===== src/rtl/parity_frame_ctrl.sv =====
// Two-requester round-robin front end for a serial parity checker: latches a word, shifts it LSB-first on x, strobes done.
// Latency: grant one cycle after the request is sampled, done WIDTH cycles after grant (+1 with PARITY_CHECK_EN).
// Backpressure: requests are level-sampled only in IDLE; a busy frame ignores req/data/exp_par changes.
module parity_frame_ctrl #(
    parameter int WIDTH = 8
) (
    input  logic             clk,
    input  logic             rst_n,
    input  logic             req0,
    input  logic             req1,
    input  logic [WIDTH-1:0] data0,
    input  logic [WIDTH-1:0] data1,
    input  logic             exp_par0,
    input  logic             exp_par1,
    output logic             gnt0,
    output logic             gnt1,
    output logic             owner,
    output logic             busy,
    output logic             x,
    output logic             z,
    output logic             done,
    output logic             parity,
    output logic             err
);
    localparam int CW = $clog2(WIDTH);

    typedef enum logic [1:0] {
        ST_IDLE  = 2'd0,
        ST_SHIFT = 2'd1,
        ST_DONE  = 2'd2
`ifdef PARITY_CHECK_EN
        , ST_CHECK = 2'd3
`endif
    } state_t;

    state_t           state_q, state_d;
    logic [WIDTH-1:0] shreg_q, shreg_d;
    logic [CW-1:0]    bitcnt_q, bitcnt_d;
    logic             par_q, par_d;
    logic             last_owner_q, last_owner_d;
    logic             owner_q, owner_d;
    logic             gnt0_q, gnt0_d;
    logic             gnt1_q, gnt1_d;
    logic             busy_q, busy_d;
    logic             x_q, x_d;
    logic             done_q, done_d;
    logic             parity_q, parity_d;
    logic             err_q, err_d;
    logic             pick1;
    logic             last_bit;

`ifdef PARITY_CHECK_EN
    logic             exp_q, exp_d;
`else
    logic             unused_exp_par;
    assign unused_exp_par = exp_par0 ^ exp_par1;
`endif

    // On a tie the requester that did not own the previous frame wins.
    assign pick1    = req1 & (~req0 | ~last_owner_q);
    assign last_bit = (bitcnt_q == CW'(WIDTH - 1));

    always_comb begin
        state_d      = state_q;
        shreg_d      = shreg_q;
        bitcnt_d     = bitcnt_q;
        par_d        = par_q;
        last_owner_d = last_owner_q;
        owner_d      = owner_q;
        gnt0_d       = 1'b0;
        gnt1_d       = 1'b0;
        busy_d       = busy_q;
        x_d          = 1'b0;
        done_d       = 1'b0;
        parity_d     = parity_q;
        err_d        = err_q;
`ifdef PARITY_CHECK_EN
        exp_d        = exp_q;
`endif
        case (state_q)
            ST_IDLE: begin
                busy_d = 1'b0;
                if (req0 || req1) begin
                    state_d      = ST_SHIFT;
                    shreg_d      = pick1 ? data1 : data0;
                    bitcnt_d     = '0;
                    par_d        = 1'b0;
                    owner_d      = pick1;
                    last_owner_d = pick1;
                    gnt0_d       = ~pick1;
                    gnt1_d       = pick1;
                    busy_d       = 1'b1;
                    x_d          = shreg_d[0];
                    parity_d     = 1'b0;
                    err_d        = 1'b0;
`ifdef PARITY_CHECK_EN
                    exp_d        = pick1 ? exp_par1 : exp_par0;
`endif
                end
            end
            ST_SHIFT: begin
                par_d    = par_q ^ shreg_q[0];
                shreg_d  = shreg_q >> 1;
                bitcnt_d = bitcnt_q + CW'(1);
                if (last_bit) begin
`ifdef PARITY_CHECK_EN
                    state_d = ST_CHECK;
                    x_d     = exp_q;
`else
                    state_d  = ST_DONE;
                    done_d   = 1'b1;
                    parity_d = par_d;
                    err_d    = 1'b0;
`endif
                end else begin
                    x_d = shreg_q[1];
                end
            end
`ifdef PARITY_CHECK_EN
            ST_CHECK: begin
                // The expected bit is on the line this cycle but does not fold into par.
                state_d  = ST_DONE;
                done_d   = 1'b1;
                parity_d = par_q;
                err_d    = par_q ^ exp_q;
            end
`endif
            ST_DONE: begin
                state_d = ST_IDLE;
                busy_d  = 1'b0;
            end
            default: begin
                state_d = ST_IDLE;
                busy_d  = 1'b0;
            end
        endcase
    end

    always_ff @(posedge clk) begin
        if (!rst_n) begin
            state_q      <= ST_IDLE;
            shreg_q      <= '0;
            bitcnt_q     <= '0;
            par_q        <= 1'b0;
            last_owner_q <= 1'b1;
            owner_q      <= 1'b0;
            gnt0_q       <= 1'b0;
            gnt1_q       <= 1'b0;
            busy_q       <= 1'b0;
            x_q          <= 1'b0;
            done_q       <= 1'b0;
            parity_q     <= 1'b0;
            err_q        <= 1'b0;
`ifdef PARITY_CHECK_EN
            exp_q        <= 1'b0;
`endif
        end else begin
            state_q      <= state_d;
            shreg_q      <= shreg_d;
            bitcnt_q     <= bitcnt_d;
            par_q        <= par_d;
            last_owner_q <= last_owner_d;
            owner_q      <= owner_d;
            gnt0_q       <= gnt0_d;
            gnt1_q       <= gnt1_d;
            busy_q       <= busy_d;
            x_q          <= x_d;
            done_q       <= done_d;
            parity_q     <= parity_d;
            err_q        <= err_d;
`ifdef PARITY_CHECK_EN
            exp_q        <= exp_d;
`endif
        end
    end

    assign gnt0   = gnt0_q;
    assign gnt1   = gnt1_q;
    assign owner  = owner_q;
    assign busy   = busy_q;
    assign x      = x_q;
    assign z      = par_q;
    assign done   = done_q;
    assign parity = parity_q;
    assign err    = err_q;

endmodule


===== config.mk =====
export PLATFORM = sky130hd
export DESIGN_NAME = parity_frame_ctrl
export DESIGN_NICKNAME = d
export VERILOG_FILES = /design/src/rtl/parity_frame_ctrl.sv
export SDC_FILE = /design/constraint.sdc
export NUM_CORES = 1
export LEC_CHECK = 0
export CAP_MARGIN = 10
export CORE_UTILIZATION = 40
export CTS_CLUSTER_DIAMETER = 60
export DETAILED_ROUTE_END_ITERATION = 16
export PLACE_DENSITY_LB_ADDON = 0.12
export SYNTH_ARGS = -nofsm -noshare
export SYNTH_HDL_FRONTEND = slang
export SYNTH_SLANG_ARGS = --single-unit

===== constraint.sdc =====
create_clock -name clk -period 1.47 [get_ports clk]
set_input_delay 0.147 -clock clk [delete_from_list [all_inputs] [get_ports clk]]
set_output_delay 0.147 -clock clk [all_outputs]
set_load 0.1 [all_outputs]

==> impl_metrics.csv <==
group,metric,value,unit
floorplanning,die_h,52.9,um
drt,vias_per_cell,5.28,
sta,post-route-period-util,94.7,%
yosys,synth_enable_flop_cells,0,
clocking,clock-sinks,22,
setup_path,crit_chain,"ha_2, ha_4, nor3b_2, or3_1, a32o_1",
yosys,syn_area,0.00104,sq mm
grt,met1_usage,22.7,%
setup_path,rr_endpoint,"parity",
cells_and_area,drive_above_1_share,21.3,%
placed_design,place_hpwl,1780,um
min_path,hp-class,"register to register",
sta,final_hold_viol_count,0,
setup_path,critPathLaunchType,"register",
setup_path,critPathMaxStageDelay,350,ps
grt,grt_start_max_net_pins,12,
yosys,syn_nets,141,
status,status,"finished clean",
setup_path,rr_worst_depth,5,
floorplanning,dieArea,0.00280,sq mm
sta,max_freq,0.718,GHz
cells_and_area,area_growth_syn_to_layout,48.2,%
drt,drtIter0Drc,12,
drt,drt-wirelength-per-cell,13.0,um
sta,fin_hold_ws,461,ps
sta,slew_viol_final,0,
floorplanning,die_w,52.9,um
job,drv_cap,0,
clocking,htree_levels,1,
sta,fin_crit,1390,ps
placed_design,gp_congestion,0.751,
setup_path,path_class,"register to register",
clocking,insertion_delay,300,ps
setup_path,reg2reg_slack,80,ps
yosys,syn_inst,117,
cells_and_area,final_net_count,181,
sta,finalClockSkew,3.03,ps
power,finalPower,1.33,mW
floorplanning,ios,31,
sta,fin_setup_tns,0,ps
sta,setup_violations,0,
power,intPower,0.915,mW
cells_and_area,diodes,0,
setup_path,critPathTopFamily,"simple AND/OR/NAND/NOR gates",
floorplanning,row_count,18,
power,switching_share,31.1,%
setup_path,r2r_start,"bitcnt_q[0]",
power,seqPwrFrac,50.8,%
setup_path,arrival,1600,ps
setup_path,end_kind,"register",
min_path,hp-start,"shreg_q[5]",
grt,grt_pass1_vias,860,
min_path,min_to,"shreg_q[5]",
setup_path,crit_path_top_delay_cell,"dfxtp_2",
floorplanning,start_util,42.2,%
yosys,synthArstFlopShare,0,%
grt,top_usage_layer,"met2",
grt,antenna_found_initial,0,
drt,totalWireLength,2400,um
clocking,path_clk_slew,110,ps
cells_and_area,instances_no_fill,185,
min_path,hold_depth,2,
drt,vias,977,
power,clkPwrFrac,20.1,%
placed_design,dpl.cell_count,181,
yosys,synth_sequential_area_ratio,42.5,%
clocking,cts_buffer_depth,2,
placed_design,port_buffers,27,
setup_path,critPathRequiredTime,1680,ps
power,p_comb_share,29.1,%
yosys,yosysWarnings,0,
power,ir_drop,0.675,mV
drt,post-route-drc-count,0,
sta,rsz0062_at_grt,"false",
clocking,numCtsBuffers,3,
grt,grtUsageMet3,2.59,%
drt,postRouteAntennaNets,0,
grt,grt_overflow,0,
grt,grt_pass1_wl,3660,um
clocking,cts_tree,"yes",
yosys,syn_area_per_cell,8.85,sq um
clocking,holdBufCountCts,0,
grt,grtUsageTotal,17.9,%
power,p_sw,0.412,mW
setup_path,cp_max_fo,3,
clocking,cts-root-buf,"clkbuf_4",
drt,first_pass_iters,4,
floorplanning,coreArea,0.00245,sq mm
power,powerDensity,864,mW/mm^2
yosys,ys_ff_latch,22,
yosys,synth_cell_type_count,35,
grt,met2_usage,31.0,%
yosys,synth_ff_type,"dfxtp_1",
setup_path,path_buf_inv,0,
power,static-leakage-power,0.628,nW
-- cells in the final DEF (no fill, tap or decap), types with 2 or more instances in the layout --
| cell type | Yosys | final |
|---|---|---|
| and2_1 | 2 | 2 |
| and3_1 | 2 | 2 |
| dfxtp_1 | 22 | 21 |
| nor3_1 | 11 | 11 |
| mux2i_1 | 3 | 3 |
| nor2_1 | 5 | 5 |
| or2b_1 | 5 | 5 |
| or3_1 | 2 | 2 |
| clkdlybuf4s50_1 | 0 | 19 |
| nand2_1 | 3 | 3 |
| inv_1 | 7 | 7 |
| o21ai_0 | 7 | 7 |
| nand3b_1 | 2 | 2 |
| o32ai_1 | 5 | 5 |
| o211ai_1 | 2 | 2 |
| buf_4 | 2 | 15 |
| o22ai_1 | 2 | 2 |
| a21oi_1 | 6 | 6 |
| nand2b_1 | 2 | 2 |
| a221oi_1 | 2 | 2 |
| nand3_1 | 6 | 6 |
| clkbuf_4 | 0 | 3 |
| nor2b_1 | 2 | 2 |
| buf_12 | 0 | 8 |
-- sequential cells by signal, indices dropped and copies added (netlist names) --
register / count
bitcnt_q: 3
busy: 1
done: 1
gnt0: 1
gnt1: 1
last_owner_q: 1
owner: 1
parity: 1
shreg_q: 8
state_q: 2
x: 1
z: 1
-- routing by layer --
metal  routed length, um  vias to the layer above
met1                1100                      461
met4                  30                        0
li1                    -                      497
met5                   0                        -
met2                1190                       15
met3                  79                        4
-- metrics by stage --
stage               utilization (%)  instance area (sq um)  setup slack, ps
finish                         62.5                   1540             77.6
global route                   62.5                   1540             29.0
CTS                            61.4                   1510             3.29
detailed placement             60.4                   1480             -137
global placement               60.4                   1480            -86.4
floorplan                         -                   1040             22.1
-- cells in the mapped netlist (2+ instances only) --
library cell  number  area, sq um
a21oi_1            6         30.0
a221oi_1           2         17.5
and2_1             2         12.5
and3_1             2         12.5
buf_2              3         15.0
buf_4              2         15.0
dfxtp_1           22          440
ha_1               2         25.0
inv_1              7         26.3
mux2i_1            3         30.0
nand2_1            3         11.3
nand2b_1           2         12.5
nand3_1            6         30.0
nand3b_1           2         15.0
nor2_1             5         18.8
nor2b_1            2         12.5
nor3_1            11         55.1
o211ai_1           2         15.0
o21ai_0            7         35.0
o22ai_1            2         12.5
o32ai_1            5         43.8
or2b_1             5         37.5
or3_1              2         12.5
-- how the worst max path moves through the flow --
stage           startpoint          to  slack, ps  cells past startpoint
2_1_floorplan            z      parity         20                      2
3_3_place_gp          req0           z        -90                      5
3_5_place_dp          req0  shreg_q[4]       -140                      5
4_1_cts        bitcnt_q[0]      parity          3                      5
5_1_grt        bitcnt_q[0]      parity         30                      5
6_report       bitcnt_q[0]      parity         80                      5
-- cells by family after synthesis --
logic type | synth area share (%)
flops | 42.5
fa+ha+maj | 2.42
buf+inv | 6.88
xor+xnor | 0.846
simple gates | 23.9
mux | 2.90
compound gates | 20.2
other cells | 0.362
-- worst min-delay path: stages (launching register included) --
cell     delay (ps)
dfxtp_1         330
inv_1            50
o32ai_1          50
-- power by group through the flow --
stage	sequential (mW)	clock [mW]	combinational (mW)
floorplan	0.755	0	0.158
global placement	0.685	0	0.380
detailed placement	0.687	0	0.387
CTS	0.674	0.276	0.388
global route	0.680	0.304	0.412
finish	0.674	0.266	0.387
-- repair_timing --
| action | 4_1_cts | 5_1_grt |
|---|---|---|
| buffers inserted | 0 | 1 |
| gates resized for setup | 1 | 4 |
| setup endpoints to repair | 1 | 1 |
-- cell type report --
| cell class | instances | area [sq um] |
|---|---|---|
| flip-flops and latches | 22 | 442 |
| well taps | 30 | 37.5 |
| clock buffers | 3 | 22.5 |
| fillers | 223 | 920 |
| inverters | 7 | 26.3 |
| multi-input cells | 81 | 544 |
| repair buffers | 42 | 463 |
No activity file was read; power rests on OpenSTA's default activity.
